==> src/rtl/alu_exec_ctrl.sv <==
// alu_exec_ctrl: sequencer and register stage around the combinational ALU.
// Takes one instruction at a time, holds ACC/BR/IR steady for the ALU, fires
// exactly one ALU strobe for one cycle, writes the result back and retires
// the instruction with a one-cycle done pulse and an error code.
module alu_exec_ctrl #(
  parameter int DATA_W     = 16,
  parameter int ST_TIMEOUT = 255
) (
  input  logic              clk,
  input  logic              rst,
  input  logic              in_valid,
  output logic              in_ready,
  input  logic [15:0]       in_instr,
  input  logic [DATA_W-1:0] in_data,
  output logic              C8,
  output logic              C9,
  output logic              C13,
  output logic              C15,
  output logic              C16,
  output logic              C17,
  output logic              C18,
  output logic              C19,
  output logic              C20,
  output logic              C21,
  output logic [DATA_W-1:0] acc_q,
  output logic [DATA_W-1:0] br_q,
  output logic [15:0]       ir_q,
  input  logic [DATA_W-1:0] alu_out,
  input  logic [3:0]        alu_flags,
  output logic [3:0]        flags_q,
  output logic              st_valid,
  output logic [DATA_W-1:0] st_data,
  input  logic              st_ready,
  output logic              done,
  output logic [1:0]        err
);

  typedef enum logic [1:0] {S_IDLE, S_EXEC, S_DONE} state_t;

  localparam logic [7:0] OP_NOP   = 8'h00;
  localparam logic [7:0] OP_LOAD  = 8'h01;
  localparam logic [7:0] OP_STORE = 8'h02;
  localparam logic [7:0] OP_DIV   = 8'h06;

  localparam logic [1:0] ERR_OK    = 2'b00;
  localparam logic [1:0] ERR_DIV0  = 2'b01;
  localparam logic [1:0] ERR_ILL   = 2'b10;
  localparam logic [1:0] ERR_STTMO = 2'b11;

  localparam logic [7:0] CNT_LAST = 8'(ST_TIMEOUT - 1);

  // Strobe vector bit order: {C21,C20,C19,C18,C17,C16,C15,C13,C9,C8}
  function automatic logic [9:0] decode_strb(input logic [7:0] op);
    logic [9:0] s;
    s = '0;
    case (op)
      8'h03: s[1] = 1'b1;  // ADD  C9
      8'h04: s[2] = 1'b1;  // SUB  C13
      8'h05: s[3] = 1'b1;  // MUL  C15
      8'h06: s[4] = 1'b1;  // DIV  C16
      8'h07: s[5] = 1'b1;  // SHL  C17
      8'h08: s[6] = 1'b1;  // SHR  C18
      8'h09: s[7] = 1'b1;  // AND  C19
      8'h0A: s[8] = 1'b1;  // OR   C20
      8'h0B: s[9] = 1'b1;  // NOT  C21
      8'h0C: s[0] = 1'b1;  // CLR  C8
      default: s = '0;
    endcase
    return s;
  endfunction

  state_t              state_q, state_d;
  logic [DATA_W-1:0]   acc_d, br_d;
  logic [15:0]         ir_d;
  logic [3:0]          flags_d;
  logic [9:0]          strb_q, strb_d;
  logic [1:0]          err_q, err_d;
  logic [7:0]          cnt_q, cnt_d;
  logic [7:0]          op;
  logic                op_is_alu;

  assign op        = ir_q[15:8];
  assign op_is_alu = |decode_strb(op);

  // Next-state, register write-back and store wait counter
  always_comb begin
    state_d = state_q;
    acc_d   = acc_q;
    br_d    = br_q;
    ir_d    = ir_q;
    flags_d = flags_q;
    strb_d  = '0;
    err_d   = err_q;
    cnt_d   = cnt_q;
    case (state_q)
      S_IDLE: begin
        if (in_valid) begin
          ir_d    = in_instr;
          br_d    = in_data;
          // Strobe is registered here so it is glitch-free for the whole EXEC cycle
          strb_d  = decode_strb(in_instr[15:8]);
          cnt_d   = '0;
          err_d   = ERR_OK;
          state_d = S_EXEC;
        end
      end
      S_EXEC: begin
        if (op == OP_STORE) begin
          if (st_ready) begin
            state_d = S_DONE;
          end else if (cnt_q == CNT_LAST) begin
            err_d   = ERR_STTMO;
            state_d = S_DONE;
          end else begin
            cnt_d = cnt_q + 8'd1;
          end
        end else begin
          state_d = S_DONE;
          if (op == OP_LOAD) begin
            acc_d = br_q;
          end else if (op_is_alu) begin
            acc_d   = alu_out;
            flags_d = alu_flags;
            if (op == OP_DIV && br_q == '0) err_d = ERR_DIV0;
          end else if (op != OP_NOP) begin
            err_d = ERR_ILL;
          end
        end
      end
      S_DONE: state_d = S_IDLE;
      default: state_d = S_IDLE;
    endcase
  end

  // State and register update; reset aborts any instruction in flight
  always_ff @(posedge clk) begin
    if (rst) begin
      state_q <= S_IDLE;
      acc_q   <= '0;
      br_q    <= '0;
      ir_q    <= '0;
      flags_q <= '0;
      strb_q  <= '0;
      err_q   <= ERR_OK;
      cnt_q   <= '0;
    end else begin
      state_q <= state_d;
      acc_q   <= acc_d;
      br_q    <= br_d;
      ir_q    <= ir_d;
      flags_q <= flags_d;
      strb_q  <= strb_d;
      err_q   <= err_d;
      cnt_q   <= cnt_d;
    end
  end

  assign in_ready = (state_q == S_IDLE);
  assign st_valid = (state_q == S_EXEC) && (op == OP_STORE);
  assign st_data  = acc_q;
  assign done     = (state_q == S_DONE);
  assign err      = done ? err_q : ERR_OK;

  assign C8  = strb_q[0];
  assign C9  = strb_q[1];
  assign C13 = strb_q[2];
  assign C15 = strb_q[3];
  assign C16 = strb_q[4];
  assign C17 = strb_q[5];
  assign C18 = strb_q[6];
  assign C19 = strb_q[7];
  assign C20 = strb_q[8];
  assign C21 = strb_q[9];

endmodule

==> config.mk <==
export PLATFORM = sky130hd
export DESIGN_NAME = alu_exec_ctrl
export DESIGN_NICKNAME = d
export VERILOG_FILES = /design/src/rtl/alu_exec_ctrl.sv
export SDC_FILE = /design/constraint.sdc
export NUM_CORES = 1
export LEC_CHECK = 0
export BUFFER_PORTS_ARGS = -buffer_cell sky130_fd_sc_hd__buf_2
export CORE_ASPECT_RATIO = 0.75
export CORE_UTILIZATION = 43
export CTS_CLUSTER_SIZE = 25
export DETAILED_ROUTE_END_ITERATION = 10
export PLACE_DENSITY_LB_ADDON = 0.08
export SYNTH_ARGS = -nofsm -noshare
export SYNTH_HDL_FRONTEND = slang
export SYNTH_SLANG_ARGS = --single-unit
==> constraint.sdc <==
create_clock -name clk -period 1.7 [get_ports clk]
set_input_delay 0.34 -clock clk [delete_from_list [all_inputs] [get_ports clk]]
set_output_delay 0.34 -clock clk [all_outputs]
set_load 0.05 [all_outputs]
======== After elaboration in Yosys (flattened, before gate mapping) ========
Index checks and enable logic that the tools add are counted.
word-level totals
  register bits ........................... 74
  input port bits ......................... 56
  output and inout bits ................... 83
  logic and storage cells ................. 105
operators by class
  $add $sub $neg .......................... 1
  equal/unequal tests ..................... 35
  mux-type cells .......................... 42
  bitwise operators ....................... 4
  reductions and logical operators ........ 15
operators by type and width
  kind                 count
  $eq 8x4->1 const B   10
  $eq 8x3->1 const B   8
  $mux 16              2
  $mux 8               4
  $mux 2               13
  $eq 8x2->1 const B   3
  $mux 1               20
  $logic_not 16->1     1
  $pmux 8 s2           1
  $ne 4x4->1 const B   3
  $reduce_or 10->1     1
  $ne 3x3->1 const B   3
  $add 8x1->8 const B  1
  $eq 8x1->1 const B   1
  $eq 8x8->1 const B   1
  $ne 2x2->1 const B   4
  $pmux 2 s2           2
  $reduce_bool 8->1    1
  $reduce_and 7->1     1
  $reduce_and 5->1     1
  $not 1->1            4
  $reduce_and 2->1     2
  $reduce_and 4->1     1
  $reduce_bool 2->1    2
  6 further kinds      7

======== Longest topological paths before layout ========
  depth in word-level cells ............... 7
  gate-level depth with buffers ........... 7
  mapped depth without buffers ............ 7

======== Least setup slack after synthesis ========
Ideal clock, no wire load.
  path type ............................... register -> register
  start point ............................. register ir_q[12]
  end point ............................... register acc_q[11]
  library setup time ...................... 0.079 ns
  arrival time ............................ 2.001 ns
  data required time ...................... 1.621 ns
  slack ................................... -0.381 ns
  stages on the path, launching flop included .. 8
  buffers on the path ..................... 2
  clock period less this slack ............ 2.081 ns
  cells stage by stage .................... dfxtp_1 or4_4 nor2_2 nand3b_1 buf_2 buf_6 mux2i_1 a211oi_2
between the ends
  cells in the longest elaborated chain, start to end .. 5
  elaborated cells on any way between the ends .. 27
  those cells by class .................... 12 x eq/ne; 11 x mux; 1 x bitwise; 3 x reduce/logical
ends and longest elaborated chain
  what                                      line  source
  from (decl)                               27    output logic [15:0] ir_q,
  from (signal assigned)                    150   ir_q <= ir_d;
  $eq 8x4->1, or another cell as far along  56    case (op)
  $mux 1                                    56
  $reduce_or 10->1                          83    assign op_is_alu = |decode_strb(op);
  $reduce_bool 2->1 (no line)               n/a
  $reduce_and 3->1 (no line)                n/a
  to (signal assigned)                      139   acc_q <= '0;
  to (signal assigned)                      148   acc_q <= acc_d;
  to (decl)                                 25    output logic [DATA_W-1:0] acc_q,
Several ways; a longest one is shown, not always the timed one.
A chain may end at the register's enable or synchronous reset.

======== Worst setup path in the final report ========
  start point ............................. register ir_q[15]
  end point ............................... output st_valid
between the ends
  cells in the longest elaborated chain, start to end .. 2
ends and longest elaborated chain
  what               line  source
  $eq 8x2->1         159   assign st_valid = (state_q == S_EXEC) && (op == OP_STORE);
  $logic_and 1x1->1  159
  to (decl)          31    output logic st_valid,
Every way passes these cells.

==> impl_metrics.json <==
{
  "nNetsFinal": 576,
  "first_pass_iters": 4,
  "die_h_um": 76.28,
  "design.die.area_sq_um": 7706,
  "relSlewSlack_pct": 73.57,
  "setup_viol": 25,
  "leakage_nw": 2.108,
  "clock_power_share_pct": 31.5,
  "synth_fa_ha_area_share_pct": 0.7911,
  "mostFrequentLayoutCell": "buf_2",
  "p_sw_mw": 1.302,
  "rsz0062_at_grt": "true",
  "worst_pin_slew_ns": 0.3928,
  "htree_levels": 3,
  "cts_buffers": 9,
  "wl_per_cell_um": 14.26,
  "critical_path_class": "reg -> out",
  "grt_max_degree": 60,
  "power_density_nw_per_um2": 907.7,
  "syn_area_per_cell_sq_um": 8.642,
  "synth-xor-area-share_pct": 1.384,
  "internal_power_mw": 2.706,
  "grt_usage_pct": 23.52,
  "dp_cells": 599,
  "remaining_drc_errors": 0,
  "diodes": 0,
  "drv_slew": 0,
  "mostFrequentLayoutCells": "buf_2 (135), nand2_1 (70), dfxtp_1 (63), nor2_1 (39), a21oi_1 (36)",
  "min_period_ns": 1.854,
  "clk_latency_ns": 0.34,
  "via_count": 3102,
  "final_cells": 621,
  "slowest_stage": "dfxtp_4",
  "cp_data_arrival_time_ns": 1.51,
  "dp_hpwl_um": 6429,
  "critPathLaunchType": "flop",
  "violations": "setup timing",
  "antenna_found_initial": 0,
  "core_sq_um": 6962,
  "r2r_cells": 7,
  "pwr-share-comb_pct": 21.9,
  "ys_types": 41,
  "swShare_pct": 32.49,
  "path_cells": "nor4_4 -> and4b_2 -> buf_8",
  "drv_cap": 0,
  "clock-sinks": 74,
  "grt_first_pass_wirelength_um": 14240,
  "antenna_left": 0,
  "hold_depth": 2,
  "synth_mux_area_share_pct": 6.329,
  "syn_to_final_growth_pct": 39.60,
  "synth-seq-cells": 74,
  "synth_top_family_by_area": "simple AND/OR/NAND/NOR gates",
  "grt_pass1_vias": 2889,
  "start_util_pct": 45.43,
  "clockRootBuffer": "clkbuf_8",
  "die_x_um": 101.0,
  "hold_class": "in -> reg",
  "cts.path.max_buffers": 2,
  "holdWs_ns": 0.2068,
  "yosysWarnings": 0,
  "synthSimpleGateAreaFrac_pct": 23.97,
  "syn_inst": 366,
  "fin_util_pct": 63.43,
  "required_ns": 1.36,
  "fin_ws_ns": -0.1537,
  "routed_via_density": 4.995,
  "drive_above_1_share_pct": 43.98,
  "synth_seq_area_share_pct": 46.84,
  "routed_wl_um": 8853,
  "critical_path.max_stage_delay_ns": 0.37,
  "overflow": 0,
  "fmax_mhz": 539.5,
  "status": "complete, but fails checks",
  "postCtsHoldBufs": 0,
  "cts_tree": "yes",
  "clk_pin_slew_ns": 0.08,
  "power_frac_seq_pct": 46.6,
  "synth_compound_area_share_pct": 13.09,
  "netlist_area_sq_um": 3163,
  "endpoint_kind": "output port",
  "io_pins": 139,
  "drtIter0Drc": 97,
  "fin_skew_ns": 0.008046,
  "portBuffers": 138,
  "synth_nets": 424,
  "gp_congestion": 0.7716,
  "ir_drop_mv": 0.5349,
  "critPathMaxFanout": 4,
  "period_share_pct": 109.0,
  "num_rows": 26,
  "hold_viol": 0
}
-- what timing repair did --
item                                    in CTS  in global routing
gates resized for setup                     12                 14
buffers inserted                             1                  5
pin swaps                                    1                 10
cloned                                       0                  0
endpoints found under the setup margin      26                 32
-- final timing paths --
check               endpoint  slack [ns]         start
setup / recovery    st_valid       -0.15      ir_q[15]
hold / removal     strb_q[1]        0.21  in_instr[11]
setup reg to reg  flags_q[3]       -0.14      ir_q[13]
hold reg to reg      ir_q[2]        0.46       ir_q[2]
-- cell families after synthesis --
logic type,after synthesis
AOI/OAI and AO/OA,64
xor gates and xnor gates,5
adders and majority gates,2
buffers and inverters,40
DFF,74
muxes,20
and+or+nand+nor,161
-- per-layer routing --
layer | part of all wire, % | track usage, %
met1 | 49 | 32.45
met2 | 45 | 35.82
met3 | 6.3 | 8.165
met4 | 0.47 | 4.203
met5 | 0 | 0
-- critical path, delay by kind of cell (launching register included) --
kind / cells / cell delay, ns
buf+inv: 1 / 0.16
simple gates: 2 / 0.64
flops: 1 / 0.37
-- metrics by stage --
step,total power [mW],area [sq um],setup TNS [ns],setup slack (ns)
CTS,4.019,4327,-2.238,-0.1597
global route,4.188,4415,-4.599,-0.2286
detailed placement,2.763,4099,-1.826,-0.1136
finish,4.008,4415,-2.464,-0.1537
floorplan,2.499,3238,-2.402,-0.1896
global placement,2.751,4099,-1.001,-0.07123
-- cells in the mapped netlist (all sizes together) --
master | n | area, sq um
a211oi | 17 | 157.6
a21oi | 38 | 190.2
a221oi | 1 | 8.760
a311oi | 1 | 8.760
a32o | 1 | 10.01
a32oi | 1 | 8.760
and2 | 5 | 31.28
and3 | 3 | 18.77
and4 | 2 | 17.52
and4b | 1 | 10.01
buf | 24 | 180.2
clkbuf | 13 | 48.80
dfxtp | 74 | 1481
ha | 2 | 25.02
inv | 3 | 11.26
mux2i | 20 | 200.2
nand2 | 71 | 274.0
nand2b | 3 | 18.77
nand3 | 8 | 40.04
nand3b | 1 | 7.510
nand4 | 5 | 31.28
nand4b | 1 | 8.760
nor2 | 43 | 163.9
nor2b | 2 | 12.51
nor3 | 2 | 10.01
nor4 | 6 | 52.55
nor4b | 2 | 17.52
o211a | 1 | 10.01
o21ai | 4 | 20.02
or2 | 2 | 12.51
or3 | 2 | 12.51
or4 | 2 | 18.77
xor2 | 5 | 43.79
-- final cells by class --
type	instances	area (sq um)
clock buffers	13	158.9
clock inverters	3	23.77
fillers	663	2546
inverters	3	11.26
multi-input cells	252	1535
flip-flops and latches	74	1505
well taps	98	122.6
repair buffers	178	1059
-- registers in the layout (all words and copies together) (netlist names) --
register and flops:
acc_q 16, br_q 16, ir_q 16, strb_q 10, cnt_q 8, flags_q 4, err_q 2, state_q 2
-- power groups by stage --
| stage | Combinational, mW | Clock, mW | Sequential (mW) |
|---|---|---|---|
| after detailed placement | 0.855 | 0 | 1.91 |
| final | 0.877 | 1.26 | 1.87 |
| after CTS | 0.866 | 1.29 | 1.87 |
| after global routing | 0.935 | 1.37 | 1.88 |
| after global placement | 0.845 | 0 | 1.91 |
| after floorplan | 0.368 | 0 | 2.13 |
Power figures use the tool's default switching activity.
